<file path="src/rtl/matrix_operand_streamer_pkg.sv">
// Shared types and helpers for the matrix operand streamer: FSM state
// encodings, stream mode encodings and a max helper used to size the lanes.
package matrix_operand_streamer_pkg;

  typedef enum logic {
    ST_IDLE   = 1'b0,
    ST_STREAM = 1'b1
  } state_e;

  typedef enum logic {
    MODE_COL = 1'b0,
    MODE_ROW = 1'b1
  } mode_e;

  // Larger of two integers; gives the output lane count L = max(K,N).
  function automatic int max_int(input int a, input int b);
    if (a > b) begin
      return a;
    end else begin
      return b;
    end
  endfunction

endpackage

</file>
<file path="src/rtl/matrix_operand_streamer_element_select.sv">
// Combinational lane decoder: given the captured matrix, mode, skew and the
// beat counter, produces one output vector. All index arithmetic and the
// zero-fill rules (out-of-range vector index, inactive lanes) live here.
module matrix_operand_streamer_element_select
  import matrix_operand_streamer_pkg::*;
#(
  parameter int K          = 6,
  parameter int N          = 6,
  parameter int DATA_WIDTH = 16,
  parameter int L          = max_int(K, N),
  parameter int CW         = $clog2(2 * L)
) (
  input  logic [K*N*DATA_WIDTH-1:0] buffer,
  input  mode_e                     mode,
  input  logic                      skew,
  input  logic [CW-1:0]             t,
  output logic [L*DATA_WIDTH-1:0]   out_vec
);

  logic [L*DATA_WIDTH-1:0] vec_s;
  int                      vcount_s;
  int                      acount_s;

  // Vector count and active lane count follow from the stream mode.
  always_comb begin
    vcount_s = N;
    acount_s = K;
    case (mode)
      MODE_COL: begin
        vcount_s = N;
        acount_s = K;
      end
      MODE_ROW: begin
        vcount_s = K;
        acount_s = N;
      end
      default: begin
        vcount_s = N;
        acount_s = K;
      end
    endcase
  end

  // Per-lane element pick; lanes that fall off the skewed diagonal or past
  // the active lane count are zero-filled.
  always_comb begin
    int j_s;
    int elem_s;
    vec_s  = '0;
    j_s    = 0;
    elem_s = 0;
    for (int i = 0; i < L; i++) begin
      if (i < acount_s) begin
        if (skew) begin
          j_s = int'(t) - i;
        end else begin
          j_s = int'(t);
        end
        if ((j_s >= 0) && (j_s < vcount_s)) begin
          if (mode == MODE_ROW) begin
            elem_s = j_s * N + i;
          end else begin
            elem_s = i * N + j_s;
          end
          vec_s[i*DATA_WIDTH +: DATA_WIDTH] = buffer[elem_s*DATA_WIDTH +: DATA_WIDTH];
        end else begin
          vec_s[i*DATA_WIDTH +: DATA_WIDTH] = '0;
        end
      end else begin
        vec_s[i*DATA_WIDTH +: DATA_WIDTH] = '0;
      end
    end
  end

  assign out_vec = vec_s;

endmodule

</file>
<file path="src/rtl/matrix_operand_streamer.sv">
// Matrix operand streamer: captures one row-major KxN matrix per input
// handshake, then emits it one vector per beat as columns or rows, with
// optional diagonal skew for feeding a systolic-array edge.
module matrix_operand_streamer
  import matrix_operand_streamer_pkg::*;
#(
  parameter int K          = 6,
  parameter int N          = 6,
  parameter int DATA_WIDTH = 16,
  localparam int L         = max_int(K, N),
  localparam int CW        = $clog2(2 * L)
) (
  input  logic                      clk,
  input  logic                      rst,
  input  logic                      in_valid,
  output logic                      in_ready,
  input  logic                      in_mode,
  input  logic                      in_skew,
  input  logic [K*N*DATA_WIDTH-1:0] matrix_flat,
  output logic                      out_valid,
  input  logic                      out_ready,
  output logic [L*DATA_WIDTH-1:0]   out_vec,
  output logic                      out_last
);

  state_e                    state_r;
  state_e                    state_next_s;
  logic [CW-1:0]             t_r;
  logic [CW-1:0]             t_next_s;
  logic [K*N*DATA_WIDTH-1:0] buf_r;
  mode_e                     mode_r;
  logic                      skew_r;
  logic                      ready_r;
  logic                      valid_r;
  logic                      load_s;
  logic                      last_s;
  logic [CW-1:0]             last_idx_s;
  logic [L*DATA_WIDTH-1:0]   sel_vec_s;

  // Index of the final beat: V-1 unskewed, V+A-2 skewed.
  always_comb begin
    int v_s;
    int a_s;
    v_s = N;
    a_s = K;
    case (mode_r)
      MODE_COL: begin
        v_s = N;
        a_s = K;
      end
      MODE_ROW: begin
        v_s = K;
        a_s = N;
      end
      default: begin
        v_s = N;
        a_s = K;
      end
    endcase
    if (skew_r) begin
      last_idx_s = CW'(v_s + a_s - 2);
    end else begin
      last_idx_s = CW'(v_s - 1);
    end
  end

  assign last_s = valid_r && (t_r == last_idx_s);

  // Next-state and counter logic; a load is only accepted in IDLE once the
  // registered ready has come up after reset.
  always_comb begin
    state_next_s = state_r;
    t_next_s     = t_r;
    load_s       = 1'b0;
    case (state_r)
      ST_IDLE: begin
        if (in_valid && ready_r) begin
          state_next_s = ST_STREAM;
          t_next_s     = '0;
          load_s       = 1'b1;
        end else begin
          state_next_s = ST_IDLE;
        end
      end
      ST_STREAM: begin
        if (out_ready) begin
          if (t_r == last_idx_s) begin
            state_next_s = ST_IDLE;
          end else begin
            t_next_s = t_r + CW'(1);
          end
        end else begin
          state_next_s = ST_STREAM;
        end
      end
      default: begin
        state_next_s = ST_IDLE;
        t_next_s     = '0;
      end
    endcase
  end

  // State, counter and registered handshake flags.
  always_ff @(posedge clk or posedge rst) begin
    if (rst) begin
      state_r <= ST_IDLE;
      t_r     <= '0;
      ready_r <= 1'b0;
      valid_r <= 1'b0;
    end else begin
      state_r <= state_next_s;
      t_r     <= t_next_s;
      ready_r <= (state_next_s == ST_IDLE);
      valid_r <= (state_next_s == ST_STREAM);
    end
  end

  // Capture registers; frozen for the whole stream so in_valid is ignored.
  always_ff @(posedge clk or posedge rst) begin
    if (rst) begin
      buf_r  <= '0;
      mode_r <= MODE_COL;
      skew_r <= 1'b0;
    end else if (load_s) begin
      buf_r  <= matrix_flat;
      mode_r <= mode_e'(in_mode);
      skew_r <= in_skew;
    end
  end

  matrix_operand_streamer_element_select #(
    .K          (K),
    .N          (N),
    .DATA_WIDTH (DATA_WIDTH),
    .L          (L),
    .CW         (CW)
  ) u_select (
    .buffer  (buf_r),
    .mode    (mode_r),
    .skew    (skew_r),
    .t       (t_r),
    .out_vec (sel_vec_s)
  );

  assign in_ready  = ready_r;
  assign out_valid = valid_r;
  assign out_last  = last_s;
  assign out_vec   = valid_r ? sel_vec_s : '0;

endmodule

</file>
<file path="config.mk">
export PLATFORM = sky130hd
export DESIGN_NAME = matrix_operand_streamer
export DESIGN_NICKNAME = d
export VERILOG_FILES = /design/src/rtl/matrix_operand_streamer_pkg.sv /design/src/rtl/matrix_operand_streamer_element_select.sv /design/src/rtl/matrix_operand_streamer.sv
export SDC_FILE = /design/constraint.sdc
export NUM_CORES = 2
export LEC_CHECK = 0
export ABC_CLOCK_PERIOD_IN_PS = 30500
export BUFFER_PORTS_ARGS = -buffer_cell sky130_fd_sc_hd__buf_4
export CAP_MARGIN = 20
export CORE_MARGIN = 5
export CORE_UTILIZATION = 44
export DETAILED_ROUTE_END_ITERATION = 16
export MAX_ROUTING_LAYER = met4
export PLACE_DENSITY = 0.66
export SYNTH_ARGS = -nofsm -noshare
export SYNTH_HDL_FRONTEND = slang
export SYNTH_SLANG_ARGS = --single-unit
</file>
<file path="constraint.sdc">
create_clock -name clk -period 30.5 [get_ports clk]
set_input_delay 7.625 -clock clk [delete_from_list [all_inputs] [get_ports clk]]
set_output_delay 7.625 -clock clk [all_outputs]
set_load 0.01 [all_outputs]
</file>
==> flow_summary_export.csv <==
group,metric,value,unit
synth,synth_common_cells,"nand2_1 (2219), mux4_2 (596), dfrtp_1 (584)",
synth,synth_top_cell_area_share,29.28,%
synth,synth-simple-area-share,20.41,%
synth,syn_nets,5946,
cts,cts_made_buffers,61,
synth,synth_ff_type,"dfrtp_1",
global_routing,grt_usage,43.28,%
timing,fin_crit,14820,ps
worst_setup_path,cpLargestDelayFamily,"buffers and inverters",
synth,seq_area_frac_synth,29.28,%
die,die_area,120300,um^2
worst_setup_path,cp-end-kind,"primary output",
cts,insertion_delay,680,ps
timing,maxSlewViolCount,0,
synth,syn_inst,5296,
global_routing,grt_pass1_vias,46750,
worst_setup_path,worstPathArrival,7190,ps
worst_setup_path,crit_required,22880,ps
synth,synth_top_family_by_area,"multiplexers",
synth,synthTopCellsByArea,"dfrtp_1 (29%), mux4_2 (27%), nand2_1 (17%), mux2i_1 (4.3%), mux2_2 (2.9%)",
route,drtPass1Iterations,8,
cts,ctsResizeCount,0,
cts,htree_levels,2,
cts,cts_setup_buffers,0,
worst_setup_path,crit_path_top_delay_cell,"a31oi_1",
worst_setup_path,r2r_setup_slack,26420,ps
placement,port_buffers,680,
die,std_cell_rows,123,
timing,skew,41.31,ps
synth,synthArstFlopShare,100.0,%
worst_setup_path,cpPeakStageDelay,920,ps
cells_and_area,final_nets,6354,
timing,setup_violations,0,
worst_setup_path,crit_path_start_kind,"register",
synth,avgSynthCellArea,9.425,um^2
global_routing,grt_max_degree,130,
worst_setup_path,timing.rr.start,"in_ready",
synth,synth-xor-area-share,0.7972,%
placement,gp_congestion,1.097,
cts,clk_path_buf_depth,3,
route,drt_iter0_markers,8137,
timing,tns,0,ps
timing,tightest_slew,1343,ps
die,die_h,346.8,um
global_routing,grt.overflow.total,0,
die,core,112700,um^2
synth,synth.cell_area,49910,um^2
cts,ctsHoldBuffers,0,
cts,cts_tree,"yes",
synth,yosysUniqueCellTypes,90,
timing,fmax,0.06750,GHz
route,via_per_inst,6.824,
die,io_pins,681,
hold_path,hold_path.class,"register to register",
global_routing,grt_antenna_before_repair,17,
hold_path,hold_start,"buf_r[560]",
worst_setup_path,crit_fanout,46,
worst_setup_path,crit_type,"register to primary output",
synth,synth_compound_area_share,9.082,%
route,drc,0,
synth,synth_most_common_cell,"nand2_1",
synth,synth_fa_ha_area_share,1.795,%
placement,hpwl,198.6,mm
timing,hold_violations,0,
cts,clk_pin_slew,70,ps
cells_and_area,drive_above_1_share,29.18,%
cts,cts_sinks,584,
die,start_util,44.31,%
route,drt_wl_total,262.1,mm
outcome,status,"finished, final reports clean",
flow_run,drv_cap,0,
timing,rsz0062_at_grt,"no",
synth,ys_seq_elements,584,
cts,cts_root_buffer,"clkbuf_16",
synth,muxShareOfSynthArea,34.13,%
die,fp.dieW,346.8,um
worst_setup_path,worstPathCellList,"buf_4 -> xor2_2 -> buf_4 -> inv_2 -> buf_4 -> ha_1 -> xnor2_2 -> nand2_1 -> and2_2 -> buf_4 -> o2111ai_1 -> and3_1 -> a311o_1 -> a31oi_1 -> buf_4",
synth,synth-edff-count,0,
route,wl_per_cell,36.07,um
synth,yosysTopAreaCell,"dfrtp_1",
timing,fin_crit_sh,48.58,%
worst_setup_path,path_common_cell,"buf_4",
worst_setup_path,cp_num_buf_inv,6,
synth,yosys_warnings,0,
cells_and_area,areaGrowthSynthToFinish,16.33,%
timing,slew_headroom,9.752,%
global_routing,grt_pass1_wl,364.2,mm
route,ant_nets,0,
worst_setup_path,startpoint,"skew_r",
route,vias,49600,
## area by class of cell
| cell class | count | area [um^2] |
|---|---|---|
| tap | 1500 | 1877 |
| antenna | 14 | 35.03 |
| multi-input combinational | 4222 | 33250 |
| sequential | 584 | 14620 |
| clock buffer | 97 | 1843 |
| timing repair buffer | 799 | 6123 |
| fill | 10390 | 54590 |
| inverter | 36 | 143.9 |
| clock inverter | 16 | 170.2 |
## cell usage in the layout (no fill, tap or decap), types with 40 or more instances in the layout
| cell type | n |
|---|---|
| buf_4 | 787 |
| o211ai_1 | 41 |
| dfrtp_1 | 582 |
| ha_1 | 62 |
| a31oi_1 | 59 |
| a21oi_1 | 76 |
| nor2_1 | 45 |
| o221ai_1 | 50 |
| mux2i_1 | 209 |
| o22ai_1 | 56 |
| o21ai_0 | 66 |
| nand3_1 | 90 |
| mux2_2 | 129 |
| clkbuf_16 | 62 |
| a211oi_1 | 40 |
| nand2_1 | 2218 |
| mux4_2 | 596 |
## worst register-to-register path: cells and delay by family (launching register included)
family | cells | cell delay, ps
buffers and inverters | 3 | 2670
DFF | 1 | 400
and+or+nand+nor | 4 | 980
## flip-flops by register name, indices dropped and copies added, names as in the netlist
name and count:
buf_r 576, in_ready 1, mode_r 1, out_valid 1
skew_r 1, t_r 4
## worst paths after layout
kind / end / depth (start not counted)
worst max-delay path: out_vec[40] / 15
worst min-delay path: buf_r[560] / 2
worst max register to register: buf_r[201] / 7
worst min register to register: buf_r[560] / 2
max in group asynchronous: mode_r / 6
min in group asynchronous: buf_r[226] / 2
## per-stage QoR
stage               setup WS [ps]  instance area [um^2]  utilization, %  cells  hold WS [ps]
floorplan                    6534                 49910               -   5296         490.3
global route                15710                 58060           51.54   7267         595.7
global placement            16300                 55910           49.63   7134         525.3
finish                      15680                 58060           51.54   7268         556.6
detailed placement          16240                 55910           49.63   7134         534.3
CTS                         15550                 57930           51.42   7247         556.0
## cell families after synthesis
logic type	count (synthesis)
AOI/OAI and AO/OA	631
xor gates and xnor gates	39
adders and majority gates	68
buffers and inverters	490
DFF	584
muxes	940
and+or+nand+nor	2544
## layer usage
layer / GRT usage [%] / up-vias / wire length (um)
li1: - / 20060 / -
met1: 56.04 / 24670 / 98090
met2: 56.68 / 4103 / 104000
met3: 20.93 / 765 / 43200
met4: 20.36 / 0 / 16860
met5: - / - / 0
Power is left out: the tool's default activity adds up to more than one toggle a clock period on the data nets, which glitch-free logic cannot reach.
